<file path="src/rtl/pc_unit.sv">
// ============================================================================
// pc_unit -- fetch-stage program counter for the pipelined MIPS core
// ----------------------------------------------------------------------------
// Purpose:
//   Holds the current fetch PC and picks the next one from, in priority order:
//   exception entry, ERET return, stall (hold), live redirect, buffered
//   redirect, sequential +4. A redirect that arrives while the front end is
//   stalled is parked in a one-entry buffer and applied on the first advancing
//   edge, so a branch resolved during a stall is never lost.
//
// Optional feature:
//   `define PC_UNIT_STALL_CNT_EN  -> saturating 32-bit stall-cycle counter on
//   stall_cnt. Without it, stall_cnt is tied to zero and no counter register
//   exists.
//
// Ports:
//   clk             in   1      clock, all state updates on rising edge
//   reset           in   1      synchronous, active-high reset
//   en              in   1      1 = advance PC, 0 = stall (hold PC)
//   redirect_valid  in   1      branch/jump taken this cycle
//   redirect_pc     in   WIDTH  redirect target
//   exc_req         in   1      exception/interrupt entry request
//   eret_req        in   1      ERET return request
//   epc             in   WIDTH  ERET return address
//   out_pc          out  WIDTH  current fetch PC (registered)
//   pending         out  1      a buffered redirect is waiting (registered)
//   fetch_exc       out  1      out_pc misaligned or outside IMEM window
//   stall_cnt       out  32     stall-cycle counter (0 when feature is off)
// ============================================================================
module pc_unit #(
   parameter int               WIDTH      = 32,
   parameter logic [WIDTH-1:0] RESET_PC   = WIDTH'(32'h0000_3000),
   parameter logic [WIDTH-1:0] HANDLER_PC = WIDTH'(32'h0000_4180),
   parameter logic [WIDTH-1:0] IMEM_LO    = WIDTH'(32'h0000_3000),
   parameter logic [WIDTH-1:0] IMEM_HI    = WIDTH'(32'h0000_6FFC)
) (
   input  logic             clk,
   input  logic             reset,
   input  logic             en,
   input  logic             redirect_valid,
   input  logic [WIDTH-1:0] redirect_pc,
   input  logic             exc_req,
   input  logic             eret_req,
   input  logic [WIDTH-1:0] epc,
   output logic [WIDTH-1:0] out_pc,
   output logic             pending,
   output logic             fetch_exc,
   output logic [31:0]      stall_cnt
);

   localparam logic [WIDTH-1:0] PC_STEP = WIDTH'(4);

   // RUN: no buffered redirect. PEND: r_pend_pc holds a redirect that
   // arrived during a stall and must be taken on the next advancing edge.
   typedef enum logic {
      ST_RUN  = 1'b0,
      ST_PEND = 1'b1
   } pend_state_t;

   pend_state_t      r_state;
   pend_state_t      w_state_nxt;
   logic [WIDTH-1:0] r_pc;
   logic [WIDTH-1:0] w_pc_nxt;
   logic [WIDTH-1:0] r_pend_pc;
   logic [WIDTH-1:0] w_pend_pc_nxt;

   // -------------------------------------------------------------------------
   // State register
   // -------------------------------------------------------------------------
   always_ff @(posedge clk) begin
      if (reset) begin
         // A redirect still buffered at reset is simply dropped.
         r_state   <= ST_RUN;
         r_pc      <= RESET_PC;
         r_pend_pc <= '0;
      end else begin
         r_state   <= w_state_nxt;
         r_pc      <= w_pc_nxt;
         r_pend_pc <= w_pend_pc_nxt;
      end
   end

   // -------------------------------------------------------------------------
   // Next-state / next-PC selection
   // -------------------------------------------------------------------------
   always_comb begin
      w_state_nxt   = r_state;
      w_pc_nxt      = r_pc + PC_STEP;   // wraps modulo 2^WIDTH
      w_pend_pc_nxt = r_pend_pc;

      if (exc_req) begin
         // Exception entry wins over everything, stall included; it also
         // kills any buffered redirect since that path is now dead.
         w_pc_nxt    = HANDLER_PC;
         w_state_nxt = ST_RUN;
      end else if (eret_req) begin
         w_pc_nxt    = epc;
         w_state_nxt = ST_RUN;
      end else if (!en) begin
         w_pc_nxt = r_pc;
         if (redirect_valid) begin
            // Newest redirect replaces any older buffered one.
            w_pend_pc_nxt = redirect_pc;
            w_state_nxt   = ST_PEND;
         end
      end else if (redirect_valid) begin
         // A live redirect is younger than a buffered one, so it wins.
         w_pc_nxt    = redirect_pc;
         w_state_nxt = ST_RUN;
      end else if (r_state == ST_PEND) begin
         w_pc_nxt    = r_pend_pc;
         w_state_nxt = ST_RUN;
      end
   end

   // -------------------------------------------------------------------------
   // Outputs
   // -------------------------------------------------------------------------
   always_comb begin
      out_pc    = r_pc;
      pending   = (r_state == ST_PEND);
      // The unit never acts on this itself; exception logic answers with
      // exc_req. Unsigned compares against the legal IMEM window.
      fetch_exc = (r_pc[1:0] != 2'b00) | (r_pc < IMEM_LO) | (r_pc > IMEM_HI);
   end

   // -------------------------------------------------------------------------
   // Optional stall-cycle counter
   // -------------------------------------------------------------------------
`ifdef PC_UNIT_STALL_CNT_EN
   logic [31:0] r_stall_cnt;
   logic        w_stall;

   // Only true stalls count; an exception or ERET edge moves the PC even
   // with en low, so it is not a lost fetch cycle.
   assign w_stall = ~en & ~exc_req & ~eret_req;

   always_ff @(posedge clk) begin
      if (reset) begin
         r_stall_cnt <= '0;
      end else if (w_stall && (r_stall_cnt != 32'hFFFF_FFFF)) begin
         r_stall_cnt <= r_stall_cnt + 32'd1;
      end
   end

   assign stall_cnt = r_stall_cnt;
`else
   assign stall_cnt = 32'h0;
`endif

endmodule

</file>
<file path="config.mk">
export PLATFORM = sky130hd
export DESIGN_NAME = pc_unit
export DESIGN_NICKNAME = d
export VERILOG_FILES = /design/src/rtl/pc_unit.sv
export SDC_FILE = /design/constraint.sdc
export NUM_CORES = 1
export LEC_CHECK = 0
export ABC_AREA = 1
export CORE_MARGIN = 3
export CORE_UTILIZATION = 45
export CTS_CLUSTER_SIZE = 30
export DETAILED_ROUTE_END_ITERATION = 10
export GPL_TIMING_DRIVEN = 1
export PLACE_DENSITY = 0.77
export SYNTH_ARGS = -nofsm -noshare
export SYNTH_HDL_FRONTEND = slang
export SYNTH_SLANG_ARGS = --single-unit
</file>
<file path="constraint.sdc">
create_clock -name clk -period 1.72 [get_ports clk]
set_input_delay 0.43 -clock clk [delete_from_list [all_inputs] [get_ports clk]]
set_output_delay 0.43 -clock clk [all_outputs]
set_load 0.1 [all_outputs]
</file>
Word-level counts from Yosys, hierarchy flattened
Index checks and enable logic that the tools add are counted.
{"block": "word_totals", "register_bits": 65, "inputBits": 70, "output_inout_bits": 66}
{"block": "op_classes", "add_sub_neg": 1, "n_lt_le_gt_ge": 2, "n_mux": 5, "bitwise_logic": 5, "n_reduce_logical": 6}
{"operator": "32-bit two-way mux", "count": 4}
{"operator": "32-bit by 3-bit adder with 32-bit output, second input constant", "count": 1}
{"operator": "32-bit by 15-bit > comparator with 1-bit output, second input constant", "count": 1}
{"operator": "32-bit by 14-bit < comparator with 1-bit output, second input constant", "count": 1}
{"operator": "15-bit two-way mux", "count": 1}
{"operator": "4-bit AND reduction", "count": 1}
{"operator": "2-bit nonzero test", "count": 2}
{"operator": "4-bit OR reduction", "count": 1}
{"operator": "1-bit NOT", "count": 3}
{"operator": "3-bit nonzero test", "count": 1}
{"operator": "1-bit OR", "count": 2}
{"operator": "2-bit OR reduction", "count": 1}

Longest topological paths before layout
Gate-level depths: netlist of the first run.
{"block": "logic_depth", "word_depth": 6, "ltp_mapped": 11, "depth_no_buf": 11}

Worst setup path after synthesis of the first run
Ideal clock, no wire load.
{"block": "synth_path", "path_kind": "flip-flop to output port", "from": "register r_pc[13], in the netlist out_pc[13]", "to": "output port fetch_exc", "t_arrival_ns": 2.212, "t_required_ns": 1.290, "setup_slack_ns": -0.922, "stages_incl_launch_ff": 4, "cell_sequence": "dfxtp_1 > nand2_1 > nand2_1 > nand4_1"}
{"block": "synth_via", "elab_chain_cells": 3}
{"element": "start: declaration", "line": "62", "text": "logic [WIDTH-1:0] r_pc;"}
{"element": "start signal: assignment", "line": "78", "text": "r_pc <= w_pc_nxt;"}
{"element": "32-bit by 14-bit < comparator with 1-bit output", "line": "124", "text": "fetch_exc = (r_pc[1:0] != 2'b00) | (r_pc < IMEM_LO) | (r_pc > IMEM_HI);"}
{"element": "1-bit OR", "line": "124"}
{"element": "1-bit OR *", "line": "124"}
{"element": "end: declaration", "line": "47", "text": "output logic fetch_exc,"}
Every way passes the cells marked *; elsewhere a longest branch is shown, timed or not.

==> flow_metrics.tcl, run 1 <==
set metrics [dict create \
    cts_num_sinks 65 \
    vdd_drop_max_mv 0.530 \
    vias 5070 \
    hold_path.startpoint "r_pend_pc[14]" \
    grtUsageTotal 0.291 \
    viasPerCell 5.35 \
    cp-end-kind "output port" \
    drv_slew 0 \
    worst_path_max_delay_cell "nor4_2" \
    synth_compound_area_frac 0.170 \
    r2r-start "out_pc[13]" \
    synthCells 678 \
    pre_cts_ws_ns -0.411 \
    finalSetupViolCount 1 \
    antennaDiodeCount 0 \
    synth_cell_type_count 37 \
    area_growth_pct 53.0 \
    synth_top_family_by_area "simple AND/OR/NAND/NOR gates" \
    fin_crit_sh 1.17 \
    synthAdderAreaFrac 0.00296 \
    ys_ff_latch 65 \
    drt_iter0_markers 261 \
    initial_core_util 0.474 \
    leakage_nw 2.68 \
    violations "setup timing" \
    final_core_util 0.725 \
    yosys_warnings 0 \
    wl_um 15300 \
    clockBufferDepth 2 \
    synth_area_sq_mm 0.00423 \
    synthMuxAreaShare 0 \
    power_w 0.00450 \
    synth_top_area_frac 0.307 \
    die_w_um 103 \
    rows 34 \
    arrival_ns 1.57 \
    drtAntennaViolNets 0 \
    clk_pin_slew_worst_paths_ns 0.08 \
    synth_edf_count 0 \
    drive_gt1_frac 0.245 \
    clock_latency_ns 0.35 \
    dieArea_sq_mm 0.0106 \
    cap_viol_max_count 0 \
    coreArea_sq_mm 0.00893 \
    fin_crit_ns 2.00 \
    syn_area_per_cell_sq_um 6.24 \
    ys_seq_area_frac 0.307 \
    path_class "reg -> out" \
    htree_levels 3 \
    fmax_mhz 499 \
    rsz0062_at_grt "yes" \
    cts_tree "done" \
    synth-xor-area-share 0.0145 \
    cp.required_ns 1.29 \
    cp-start-kind "flop" \
    cts-buffers-inserted 9 \
    synth-async-reset-ratio 0 \
    dpl.hpwl_um 12100 \
    grt_overflow_total 0 \
    root_buffer "clkbuf_8" \
    status "finished with violations" \
    synth-simple-area-share 0.376 \
    io_pins 136 \
    die_h_um 103 \
    timing.hold.ws_ns 0.481 \
    drc_errors 0 \
    grt_pass1_wl_um 23600 \
    power.density_mw_per_mm2 695 \
    yosys.area.top_type "dfxtp_1" \
    holdBufCountCts 0 \
    nets 906 \
    hold_class "reg -> reg" \
    firstDrtPassIters 5 \
    cp_slowest_stage_delay_ns 0.42 \
    grt_start_max_net_pins 35 \
    synthTopCellsByArea "dfxtp_1 (31%), nand2_1 (16%), nor2_1 (12%), o21ai_0 (6.7%), buf_4 (6.4%)" \
    avgRoutedWirePerCell_um 16.2 \
    fin_worst_skew_ns 0.0129 \
    synth_ff_type "dfxtp_1" \
    antenna_found_initial 0 \
    critical_path.max_fanout 3 \
    layout_setup_ws_ns -0.284 \
    grt_pass1_vias 4619 \
    portBuffers 103 \
    final-hold-violation-count 0 \
    crit_chain "nor4_2, nand4_1, buf_12" \
    gp_congestion 0.935 \
]
[state kept, by name (all words and copies together) (netlist names), named ones only]
name	flops
out_pc	30
pending	1
r_pend_pc	32
[cells in the final DEF (no fill, tap or decap), types with 2 or more instances in the layout]
cell / count
nor4_2: 2
a221oi_1: 13
o22ai_1: 2
clkdlybuf4s50_1: 68
conb_1: 32
xnor2_1: 2
buf_4: 64
nor2_4: 8
nor2_2: 14
nand2_1: 184
buf_12: 40
nand3_1: 22
nand2_2: 7
o21ai_0: 48
inv_2: 11
dfxtp_2: 9
clkbuf_8: 9
a22o_1: 2
a221oi_2: 5
dfxtp_4: 24
xor2_1: 5
nand4_1: 4
o211ai_1: 5
a22oi_1: 2
inv_4: 3
a21oi_1: 21
o221ai_1: 5
inv_1: 32
nor2_1: 134
o21ai_1: 12
dfxtp_1: 32
[worst paths after layout]
kind	slack [ns]	depth (start not counted)	endpoint
max	-0.28	3	fetch_exc
min	0.48	2	r_pend_pc[14]
min reg2reg	0.48	2	r_pend_pc[14]
max reg2reg	0.14	12	out_pc[30]
[final cells by class]
type                    count  area (sq um)
multi-input cells         540          2600
fillers                   725          2460
repair buffers            173          1970
flip-flops and latches     65          1400
inverters                  46           179
clock buffers              11           153
well taps                 108           135
clock inverters             5          35.0
[synth_stat cells (all sizes together), types with 2 or more instances]
cell type,n
o21ai,60
o221ai,5
nand3,23
dfxtp,65
o22ai,2
a221oi,19
a21oi,21
buf,44
xnor2,2
a22o,2
o211ai,5
a22oi,2
xor2,5
nor2,156
nand2,192
nor4,3
inv,45
nand4,4
clkbuf,14
[critical path: cells and delay by family (launching register included)]
kind          cells  cell delay, ns
buf+inv           1            0.22
flops             1            0.37
simple gates      2            0.64
[cells by family after synthesis]
family,after synthesis
and+or+nand+nor,381
AOI/OAI and AO/OA,119
buffers and inverters,104
DFF,65
xor gates and xnor gates,7
adders and majority gates,1
other,1
[power by group]
part	total (W)	internal (W)	leakage [nW]	switching [W]
registers	0.00163	0.00156	0.551	0.0000722
logic	0.00158	0.000548	2.03	0.00103
clock network	0.00129	0.000619	0.0997	0.000670
[through the flow]
step | setup TNS, ns | cell area, sq um | cells
2_1_floorplan | -0.435 | 4450 | 709
3_3_place_gp | -16.44 | 6160 | 929
3_5_place_dp | -20.38 | 6160 | 929
4_1_cts | -0.277 | 6380 | 945
5_1_grt | -0.419 | 6480 | 948
6_report | -0.284 | 6480 | 948
[timing repair]
item	4_1_cts	5_1_grt
endpoints found under the setup margin	3	62
resized for setup	8	27
buffers inserted	0	3
pin swaps	0	3
[per-layer routing]
metal,track usage,vias up,wire length [um]
li1,-,2461,-
met1,0.405,2315,6700
met2,0.452,264,7010
met3,0.0426,30,1220
met4,0.116,0,398
met5,0,-,0
Note: power is estimated with default switching activity, not from simulation.
==> run 2, diff against run 1 <==
- PLACE_DENSITY: 0.77 -> not set
- PLACE_DENSITY_LB_ADDON: not set -> 0.2
==> run 2 against run 1 <==
The run still ends with setup timing left. Wire length increased by 1.1%. Critical endpoint unchanged. Flip-flop and latch count unchanged. Sequential share of layout area decreased by 0.089 points. Count of clock-buffer cells in the layout decreased by 2. Highest routed layer unchanged. Worst hold slack improved by 0.0068 ns. Critical path type unchanged. Die area unchanged. Critical path depth increased by 2. Non-clock buffer count unchanged. Clock skew increased by 0.0029 ns. Via count decreased by 1.3%. Power increased by 2.0%. Global-route usage increased by 0.38 points.
==> flow_metrics.tcl, run 2 (synthesis gave the netlist of run 1 again) <==
set metrics [dict create \
    status "finished with violations" \
    violations "setup timing" \
    cp-end-kind "output port" \
    layout_setup_ws_ns -0.308 \
    grt_util_met1 0.421 \
    whs_path_depth 2 \
    portBuffers 103 \
    postPlaceCellArea_sq_mm 0.00617 \
    clockBufferDepth 2 \
    vdd_drop_max_mv 0.512 \
    fin_worst_skew_ns 0.0158 \
    vias 5003 \
    drt_iter0_markers 343 \
    fmax_mhz 493 \
    viasPerCell 5.28 \
    gp_congestion 0.996 \
    rows 34 \
    final_core_util 0.727 \
    drive_gt1_frac 0.251 \
    antennaDiodeCount 0 \
    p_switching_w 0.00180 \
    final_common_cell "nand2_1" \
    wl_um 15500 \
    cts_num_sinks 65 \
    power.density_mw_per_mm2 707 \
    grt_pass1_wl_um 23900 \
    cp.required_ns 1.29 \
    switching_share 0.392 \
    min_to "r_pend_pc[9]" \
    p_int_w 0.00279 \
    path_class "reg -> out" \
    mostFrequentLayoutCells "nand2_1 (183), nor2_1 (133), clkdlybuf4s50_1 (67)" \
    clk_pin_slew_worst_paths_ns 0.08 \
    critical_path.max_fanout 3 \
    antenna_found_initial 0 \
    top_register "r_pend_pc" \
    io_pins 136 \
    grtUsageTotal 0.295 \
    rsz0062_at_grt "yes" \
    avgRoutedWirePerCell_um 16.3 \
    dpl.hpwl_um 12400 \
    initial_core_util 0.474 \
    root_buffer "clkbuf_8" \
    pre_cts_ws_ns -0.373 \
    fin_crit_ns 2.03 \
    firstDrtPassIters 7 \
    reg2regPathDepth 12 \
    use_met2 0.454 \
    fill_cells 735 \
    grt_overflow_total 0 \
    arrival_ns 1.60 \
    r2r-end "out_pc[30]" \
    grt_start_max_net_pins 38 \
    final-hold-violation-count 0 \
    cap_viol_max_count 0 \
    area_growth_pct 53.3 \
    die_h_um 103 \
    r2r-start "out_pc[13]" \
    dieArea_sq_mm 0.0106 \
    design_area_sq_mm 0.00649 \
    hold_class "reg -> reg" \
    gr-usage-met3 0.0474 \
    grt_pass1_vias 4612 \
    seqPwrFrac 0.355 \
    reg2reg_slack_ns 0.10 \
    largest_reg_flops 32 \
    pwr-share-comb 0.346 \
    drv_slew 0 \
    coreArea_sq_mm 0.00893 \
    hold_path.startpoint "r_pend_pc[9]" \
    clock_latency_ns 0.36 \
    p_clk_frac 0.299 \
    holdBufCountCts 0 \
    fin_crit_sh 1.18 \
    drc_errors 0 \
    nets 906 \
    timing.hold.ws_ns 0.488 \
    cts_tree "done" \
    htree_levels 3 \
    die_w_um 103 \
    top_usage_layer "met2" \
    drtAntennaViolNets 0 \
    leakage_nw 2.71 \
    finalSetupViolCount 1 \
    cp-start-kind "flop" \
    cts-buffers-inserted 9 \
]
-- run 2: power groups by stage --
| stage | Combinational, W | Clock, W | Sequential (W) |
|---|---|---|---|
| 2_1_floorplan | 0.000688 | 0 | 0.00195 |
| 3_3_place_gp | 0.00153 | 0 | 0.00166 |
| 3_5_place_dp | 0.00155 | 0 | 0.00166 |
| 4_1_cts | 0.00156 | 0.00136 | 0.00163 |
| 5_1_grt | 0.00167 | 0.00144 | 0.00164 |
| 6_report | 0.00159 | 0.00137 | 0.00163 |
-- run 2: layout make-up --
class | count | area [sq um] | share of cell area
inverters | 46 | 176 | 0.0272
clock inverters | 7 | 76.3 | 0.0118
well taps | 108 | 135 | 0.0208
repair buffers | 173 | 1980 | 0.305
multi-input cells | 540 | 2600 | 0.400
flip-flops and latches | 65 | 1400 | 0.216
clock buffers | 9 | 124 | 0.0191
-- run 2: per-layer routing --
layer  part of all wire  vias up
li1                   -     2459
met1               0.45     2284
met2               0.46      241
met3              0.075       19
met4              0.014        0
met5                  0        -
-- run 2: repair_timing --
item	CTS	global route
hold endpoints to repair	0	0
gates resized for setup	8	27
endpoints found under the setup margin	3	42
pin swaps	0	5
buffers inserted	0	1
gates cloned	0	0
-- run 2: how the worst max path moves through the flow --
stage               startpoint             to  slack, ns  cells past startpoint
floorplan           out_pc[16]      fetch_exc      -0.43                      4
global placement      eret_req  r_pend_pc[10]      -0.31                      9
detailed placement    eret_req  r_pend_pc[18]      -0.37                      9
CTS                 out_pc[31]      fetch_exc      -0.30                      5
global route        out_pc[30]      fetch_exc      -0.41                      5
finish              out_pc[12]      fetch_exc      -0.31                      5
-- run 2: through the flow --
| step | total power (W) | instances | TNS (ns) |
|---|---|---|---|
| finish | 0.00459 | 948 | -0.308 |
| global route | 0.00475 | 948 | -0.405 |
| CTS | 0.00455 | 947 | -0.296 |
| detailed placement | 0.00321 | 931 | -18.95 |
| global placement | 0.00319 | 931 | -16.35 |
| floorplan | 0.00264 | 709 | -0.435 |
-- run 2: critical path, cell delays in order (launching register included) --
cell	delay, ns
dfxtp_4	0.34
inv_1	0.09
nor2_1	0.07
nor4_1	0.31
nand4_1	0.22
buf_12	0.22
==> run 3, diff against run 2 <==
- CORE_UTILIZATION: 45 -> 43
- CTS_CLUSTER_SIZE: 30 -> 24
- clock period: 1.72 -> 1.7 ns (I/O delays scaled with it)
==> run 3 against run 2 <==
The flow still finishes with violations (setup timing). Non-clock buffer count rose by 5. Via count shrank 0.12%. Clock power rose by 8%. Largest power group unchanged. Setup slack worse by 0.045 ns. Critical path depth unchanged. Register-to-register slack hardly changed. Sequential share of layout area decreased by 0.17 points. Utilization down 2.9 points. Flip-flop and latch count unchanged.
==> flow_metrics.tcl, run 3 (synthesis gave the netlist of run 1 again) <==
set metrics [dict create \
    multi_input_area_sq_mm 0.00257 \
    switching_share 0.383 \
    violations "setup timing" \
    clock_latency_ns 0.35 \
    cp-start-kind "flop" \
    fill_cells 822 \
    power.density_mw_per_mm2 722 \
    io_pins 136 \
    cts_tree "done" \
    clockBufferDepth 2 \
    fin_crit_sh 1.21 \
    dieArea_sq_mm 0.0111 \
    grt_pass1_wl_um 24100 \
    die_w_um 105 \
    rsz0062_at_grt "yes" \
    leakage_nw 2.73 \
    cpMostUsedCell "nand4_1" \
    final-hold-violation-count 0 \
    power_w 0.00474 \
    fin_crit_ns 2.05 \
    finalSetupViolCount 1 \
    area_growth_pct 55.1 \
    grt_start_max_net_pins 33 \
    vdd_drop_max_mv 0.492 \
    worst_path_max_delay_cell "dfxtp_4" \
    cp.required_ns 1.27 \
    cp_slowest_stage_delay_ns 0.35 \
    path_class "reg -> out" \
    wl_um 15500 \
    initial_core_util 0.450 \
    die_h_um 105 \
    firstDrtPassIters 7 \
    seqPwrFrac 0.347 \
    layout_setup_ws_ns -0.353 \
    drtAntennaViolNets 0 \
    status "finished with violations" \
    grt_pass1_vias 4566 \
    timing.hold.ws_ns 0.456 \
    root_buffer "clkbuf_8" \
    final_common_cell "nand2_1" \
    arrival_ns 1.63 \
    drc_errors 0 \
    seq_area_sq_mm 0.00141 \
    drt_iter0_markers 279 \
    nets 911 \
    grtUsageTotal 0.274 \
    cts-buffers-inserted 9 \
    p_int_w 0.00293 \
    pwr-share-comb 0.342 \
    cts_num_sinks 65 \
    fmax_mhz 487 \
    drive_gt1_frac 0.249 \
    place_inst 956 \
    largest_reg_flops 32 \
    crit_chain "inv_2, nand4_1, nor4_4, nand4_1, buf_12" \
    top_register "r_pend_pc" \
    grt_overflow_total 0 \
    antenna_found_initial 0 \
    cap_viol_max_count 0 \
    setup_tns_ns -0.353 \
    p_switching_w 0.00182 \
    portBuffers 103 \
    coreArea_sq_mm 0.00942 \
    p_clk_frac 0.311 \
    critical_path.max_fanout 2 \
    final_cells 974 \
    htree_levels 3 \
    rows 35 \
    viasPerCell 5.13 \
    drv_slew 0 \
    avgRoutedWirePerCell_um 15.9 \
    mostFrequentLayoutCells "nand2_1 (184), nor2_1 (136), clkdlybuf4s50_1 (67)" \
    gp_congestion 0.966 \
    vias 4997 \
    cpLargestDelayFamily "simple AND/OR/NAND/NOR gates" \
    dpl.hpwl_um 12400 \
    cp-end-kind "output port" \
    hold_class "reg -> reg" \
    fin_worst_skew_ns 0.0141 \
    clk_pin_slew_worst_paths_ns 0.09 \
    antennaDiodeCount 0 \
    critPathBufInv 2 \
]
==> run 3: metrics by stage <==
step,setup slack [ns],cell area [sq um],util
2_1_floorplan,-0.450,4450,-
3_3_place_gp,-0.319,6250,0.664
3_5_place_dp,-0.372,6250,0.664
4_1_cts,-0.295,6500,0.690
5_1_grt,-0.406,6570,0.698
6_report,-0.353,6570,0.698
==> run 3: area by class of cell <==
class                           count  share of cell area
Clock inverter                      5             0.00914
Clock buffer                       11              0.0232
Timing Repair Buffer              178               0.311
Inverter                           46              0.0269
Multi-Input combinational cell    540               0.391
Tap cell                          129              0.0246
Sequential cell                    65               0.214
==> run 3: final timing paths <==
path / start / endpoint / slack [ns] / cells past startpoint
min: r_pend_pc[14] / r_pend_pc[14] / 0.46 / 2
min reg2reg: r_pend_pc[14] / r_pend_pc[14] / 0.46 / 2
max: out_pc[30] / fetch_exc / -0.35 / 5
max reg2reg: out_pc[13] / out_pc[30] / 0.10 / 12
==> run 3: per-layer routing <==
layer,wire length [um],global-route usage
met1,7150,0.388
met2,7210,0.449
met3,959,0.0392
met4,152,0.0497
met5,0,0
==> run 3: timing repair <==
| action | CTS | global route |
|---|---|---|
| hold endpoints to repair | 0 | 0 |
| pin swaps | 1 | 3 |
| endpoints found under the setup margin | 4 | 41 |
| resized for setup | 10 | 17 |
| buffers inserted | 0 | 2 |
| hold buffers | 0 | 0 |
==> run 3: power groups by stage <==
| stage | sequential (W) | clock [W] | combinational [W] |
|---|---|---|---|
| floorplan | 0.00197 | 0 | 0.000696 |
| global placement | 0.00167 | 0 | 0.00157 |
| detailed placement | 0.00168 | 0 | 0.00158 |
| CTS | 0.00164 | 0.00148 | 0.00160 |
| global route | 0.00166 | 0.00155 | 0.00170 |
| finish | 0.00165 | 0.00148 | 0.00162 |
==> run 3: worst register-to-register path: cells and delay by family (launching register included) <==
kind | cells | cell delay [ns]
and+or+nand+nor | 11 | 1.03
DFF | 1 | 0.35
buffers and inverters | 1 | 0.13
